$ cat src/rtl/sqrt_fp_unit.sv
// sqrt_fp_unit: iterative sqrt / inverse-sqrt coprocessor for an 8-bit
// mantissa, 8-bit signed exponent format. Inverse sqrt first forms
// floor(2^21 / (m*k)) with a bit-serial restoring divider, then both ops
// share one bit-serial non-restoring integer square root.
module sqrt_fp_unit (
  input  logic              clk,
  input  logic              rst,
  input  logic              DoSqrt_i,
  input  logic              DoInvSqrt_i,
  input  logic              s_i,
  input  logic [7:0]        m_i,
  input  logic signed [7:0] e_i,
  output logic              s_o,
  output logic [7:0]        m_o,
  output logic signed [7:0] e_o,
  output logic              valid_o
);

  typedef enum logic [1:0] {IDLE, DIV, SQRT, DONE} state_t;

  state_t state, state_nxt;

  // Latched operand and op type
  logic              inv_q;
  logic              sgn_q;
  logic [7:0]        man_q;
  logic signed [7:0] exp_q;
  logic [4:0]        cnt;

  // Restoring divider state
  logic [8:0]  dvs_q;
  logic [9:0]  rem_q;
  logic [15:0] quo_q;
  logic        ovf_q;

  // Non-restoring isqrt state
  logic [15:0]        rad_q;
  logic signed [13:0] r_q;
  logic [7:0]         q_q;

  // Quotient overflow (divisor <= 32, including zero) saturates to all ones;
  // the zero-divisor case lands on 0xFFFF through the same rule.
  function automatic logic [15:0] sat_quot(input logic ovf, input logic [15:0] quo);
    return ovf ? 16'hFFFF : quo;
  endfunction

  logic       start, accept, go_inv;
  logic [8:0] dvs_in;

  assign start  = DoSqrt_i | DoInvSqrt_i;
  assign accept = start && ((state == IDLE) || (state == DONE));
  assign go_inv = DoInvSqrt_i & ~DoSqrt_i;
  // m*k with k = 2 for odd exponents
  assign dvs_in = e_i[0] ? {m_i, 1'b0} : {1'b0, m_i};

  // Divider step: shift in a zero, subtract when the divisor fits
  logic [9:0]  rem_sh, rem_nx;
  logic        div_ge;
  logic [15:0] quo_nx;

  assign rem_sh = rem_q << 1;
  assign div_ge = (rem_sh >= {1'b0, dvs_q});
  assign rem_nx = div_ge ? (rem_sh - {1'b0, dvs_q}) : rem_sh;
  assign quo_nx = {quo_q[14:0], div_ge};

  // isqrt step: bring down two radicand bits, add or subtract the trial
  // term depending on the sign of the running remainder
  logic signed [13:0] r_sh, r_nx;
  logic [7:0]         q_nx;

  assign r_sh = (r_q <<< 2) + $signed({12'd0, rad_q[15:14]});
  assign r_nx = r_q[13] ? (r_sh + $signed({4'd0, q_q, 2'b11}))
                        : (r_sh - $signed({4'd0, q_q, 2'b01}));
  assign q_nx = {q_q[6:0], ~r_nx[13]};

  // Exponent halving and sqrt radicand P = m*128*k
  logic signed [7:0] half_e, neg_half_e;
  logic [15:0]       sqrt_rad;

  assign half_e     = exp_q >>> 1;
  assign neg_half_e = -half_e;
  assign sqrt_rad   = exp_q[0] ? {man_q, 8'd0} : {1'b0, man_q, 7'd0};

  // State register
  always_ff @(posedge clk or posedge rst) begin
    if (rst) state <= IDLE;
    else     state <= state_nxt;
  end

  // Next-state logic: DIV runs 16 steps, SQRT runs a load cycle plus 8 steps
  always_comb begin
    state_nxt = state;
    case (state)
      IDLE, DONE: if (start) state_nxt = go_inv ? DIV : SQRT;
      DIV:        if (cnt == 5'd15) state_nxt = SQRT;
      SQRT:       if (cnt == 5'd8) state_nxt = DONE;
      default:    state_nxt = IDLE;
    endcase
  end

  // Operand capture, divider and isqrt iterations, result registers
  always_ff @(posedge clk or posedge rst) begin
    if (rst) begin
      inv_q   <= 1'b0;
      sgn_q   <= 1'b0;
      man_q   <= '0;
      exp_q   <= '0;
      cnt     <= '0;
      dvs_q   <= '0;
      rem_q   <= '0;
      quo_q   <= '0;
      ovf_q   <= 1'b0;
      rad_q   <= '0;
      r_q     <= '0;
      q_q     <= '0;
      s_o     <= 1'b0;
      m_o     <= '0;
      e_o     <= '0;
      valid_o <= 1'b0;
    end else if (accept) begin
      inv_q   <= go_inv;
      sgn_q   <= s_i;
      man_q   <= m_i;
      exp_q   <= e_i;
      cnt     <= '0;
      // dividend 2^21 = 32 * 2^16: start the partial remainder at 32
      dvs_q   <= dvs_in;
      rem_q   <= 10'd32;
      quo_q   <= '0;
      ovf_q   <= (dvs_in <= 9'd32);
      valid_o <= 1'b0;
    end else begin
      case (state)
        DIV: begin
          rem_q <= rem_nx;
          quo_q <= quo_nx;
          cnt   <= (cnt == 5'd15) ? 5'd0 : cnt + 5'd1;
        end
        SQRT: begin
          if (cnt == 5'd0) begin
            rad_q <= inv_q ? sat_quot(ovf_q, quo_q) : sqrt_rad;
            r_q   <= '0;
            q_q   <= '0;
            cnt   <= 5'd1;
          end else begin
            rad_q <= rad_q << 2;
            r_q   <= r_nx;
            q_q   <= q_nx;
            cnt   <= cnt + 5'd1;
            if (cnt == 5'd8) begin
              cnt     <= '0;
              m_o     <= q_nx;
              e_o     <= inv_q ? neg_half_e : half_e;
              s_o     <= sgn_q;
              valid_o <= 1'b1;
            end
          end
        end
        default: ;
      endcase
    end
  end

endmodule

$ cat config.mk
export PLATFORM = sky130hd
export DESIGN_NAME = sqrt_fp_unit
export DESIGN_NICKNAME = d
export VERILOG_FILES = /design/src/rtl/sqrt_fp_unit.sv
export SDC_FILE = /design/constraint.sdc
export NUM_CORES = 1
export LEC_CHECK = 0
export ABC_CLOCK_PERIOD_IN_PS = 3500
export CAP_MARGIN = 5
export CORE_MARGIN = 3
export CORE_UTILIZATION = 54
export CTS_BUF_LIST = sky130_fd_sc_hd__clkbuf_4 sky130_fd_sc_hd__clkbuf_8 sky130_fd_sc_hd__clkbuf_16
export DETAILED_ROUTE_END_ITERATION = 8
export GPL_ROUTABILITY_DRIVEN = 1
export HOLD_SLACK_MARGIN = 0.03
export MAX_ROUTING_LAYER = met4
export PLACE_DENSITY = 0.73
export SETUP_SLACK_MARGIN = 0.05
export SYNTH_ARGS = -nofsm -noshare
export SYNTH_HDL_FRONTEND = slang
export SYNTH_SLANG_ARGS = --single-unit
$ cat constraint.sdc
create_clock -name clk -period 3.5 [get_ports clk]
set_input_delay 0.7 -clock clk [delete_from_list [all_inputs] [get_ports clk]]
set_output_delay 0.7 -clock clk [all_outputs]
set_load 0.01 [all_outputs]
==> run metrics <==
outcome=finished, final reports clean; initial antenna violation count=0; Max-Cap Viols=0; antenna cells=0; post-route ant nets=0; I/O pin cnt=39; fill count=895; Primary FF master, synth=dfrtp_1; GR Util met1=28.5%; FFs w/ async S/R, synth=100%; # setup viols final=0; # hold bufs at CTS=0; Detail Placement HPWL=8770 µm; FF+latch area=around 0.0029 mm²; drt wl/cell=15.6 µm; Place WS=approximately 840 ps; Switching Power=3330 µW; PortBufs=38; Worst Hold Class=reg -> reg; core area=about 0.011 mm²; PD cells=1080 mW/mm²; clock power share=22.0%; most frequent cells in the layout=dfrtp_1 (115), nand2_1 (95), nor2_1 (62); setup bufs post-CTS=0; switching part of the total=42.2%; Distinct cells, synth=55; setup TNS=0 ps; Starting Density=56.7%; H-Tree Depth=4; buffers and inverters on the worst path=1; routed wire length=~13000 µm; Max Slew Vio Count=0; post-route minimum period=around 2600 ps; die width=114 µm; CTS clock-pin slew for the worst setup and hold paths=50 ps; grt met3 use=around 5.4%; post-synthesis cell count=673; Peak Freq=0.387 GHz; Sink Count=115; CTS tree=done; Worst setup EP type=flip-flop; Internal Power=4560 µW; final period utilization=between 70% and 80%; first drt pass iteration count=5; Final WS setup=917 ps; Seq/Total Area, Yosys=45.8%; CTS Root Cell=clkbuf_16; CTS max path bufs=2; LEAKAGE=0.00327 µW; RSZ-0062 raised after global routing=false; Worst-Margin Slew=1070 ps; vias per cell=approximately 5.7; busiest layer in global routing=met2; largest net degree at the start of global routing=65; CTS Buf Count=17; Max VDD drop=0.559 mV; Required @ worst endpoint=3820 ps; sequential group share of total power=28.2%; Tot GR Track Use=22.4%; total count of hold-check failures in the final report=0; flops & latches, synth=115; commonest non-fill, non-tap cell in the layout=dfrtp_1; first-pass GRT wire length=22800 µm; Final nets=748; Area growth syn-to-layout=16.8%; crit-path cells=inv_1 -> ha_1 -> a21o_1 -> a21o_1 -> a211o_1 -> a21oi_2 -> mux2_2 -> o21ai_0; Synth Net Count=between 700 and 800; Die Y=114 µm; 1st-iter DRT viols=288; met2 Use GR=a little over a third; Vias=roughly 4900; Post-synth EDFFs=0; DRC viols=0; max incr delay on CP=520 ps; Post-Syn Area=0.00628 mm²; clock latency on the worst-skew pair=~400 ps; die area=0.0130 mm²; Syn Area/Cell=9.33 µm²; Slew headroom=28.6%; Gates resized, CTS repair=0; slowest CP cell=a21oi_2; Most Frequent Cell on Critical Path=a21o_1; Congestion Overflow GR=0; layout cells sized above 1=9.03%; Crit Path Max Fanout=13; row count=38; clk_skew=6.55 ps; Multi-input gate area=0.00313 mm²; Worst setup SP type=flip-flop; Critical Path AT=between 2000 and 3000 ps; logic gate share of total power=49.8%; vias in the first global route=4831; Largest delay share family, worst path=compound AO/OA/AOI/OAI gates; kind of critical path=reg -> reg; YS warnings=0; routability congestion estimate=0.906
## cells in the mapped netlist, types with 7 or more instances
cell	n	area (µm²)
a21oi_1	40	200
xnor2_1	15	131
nor2b_1	16	100
o21ai_0	55	275
ha_1	29	363
inv_1	31	116
mux2_2	9	101
o2bb2ai_1	14	123
nor3_1	11	55.1
mux2i_1	28	280
dfrtp_1	115	2880
a31oi_1	7	43.8
a211oi_1	17	128
nor2_1	62	233
o211ai_1	9	67.6
xor2_1	12	105
clkbuf_1	31	116
nand2_1	95	357
## per-layer routing
layer,wire [µm],vias to the layer above
li1,-,2401
met1,6160,2349
met2,6520,93
met3,427,16
met4,172,0
met5,0,-
## power by group through the flow
stage | Combinational (µW) | Clock (µW) | Sequential (µW)
floorplan | 3320 | 0 | 2030
global placement | 3780 | 0 | 2210
detailed placement | 3900 | 0 | 2230
CTS | 3930 | 1770 | 2220
global route | 4430 | 1840 | 2290
finish | 3930 | 1740 | 2220
## worst reg2reg max path, cell delays in order (launching register included)
cell	delay, ps
dfrtp_1	350
inv_1	60
ha_1	360
a21o_1	180
a21o_1	170
a211o_1	290
a21oi_2	520
mux2_2	410
o21ai_0	160
## cell families (layout without fill, tap and decap cells)
logic type      Yosys count  in the layout  synth area share, %
compound gates          176            176                 18.1
xor+xnor                 27             27                 3.76
fa+ha+maj                30             30                 6.10
buf+inv                  72            108                 4.48
flops                   115            115                 45.8
mux                      37             37                 6.08
simple gates            216            216                 15.6
## final timing paths
| kind | startpoint | to | slack [ps] | cells after the start |
|---|---|---|---|---|
| setup / recovery | dvs_q[6] | rem_q[1] | 920 | 8 |
| hold / removal | e_o[3] | e_o[3] | 480 | 2 |
| setup reg to reg | dvs_q[6] | rem_q[1] | 920 | 8 |
| hold reg to reg | e_o[3] | e_o[3] | 480 | 2 |
| max in group asynchronous | rst | exp_q[5] | 2000 | 3 |
| min in group asynchronous | rst | valid_o | 870 | 3 |
## flip-flops by register name, indices dropped and copies added, names as in the netlist
signal and count:
e_o 8, sgn_q 1, m_o 8, exp_q 8
state 2, inv_q 1, r_q 13, ovf_q 1
quo_q 16, dvs_q 9, rem_q 9, q_q 8
cnt 5, s_o 1, rad_q 16, valid_o 1
man_q 8
## stage by stage
stage | std cells | hold WS (ps) | utilization, % | cell area [µm²] | total power [µW]
floorplan | 673 | 442 | - | 6280 | 5350
global placement | 818 | 465 | 60.8 | 6740 | 5990
detailed placement | 818 | 470 | 60.8 | 6740 | 6130
CTS | 849 | 481 | 66.2 | 7340 | 7930
global route | 849 | 510 | 66.2 | 7340 | 8560
finish | 849 | 476 | 66.2 | 7340 | 7890
## layout make-up
class                      count  share of cell area, %
clock inverter                 4                  0.955
sequential                   115                   39.2
clock buffer                  27                   7.25
timing repair buffer          45                   5.90
tap                          140                   2.39
multi-input combinational    486                   42.6
inverter                      32                   1.69
(Power assumes the default switching activity.)
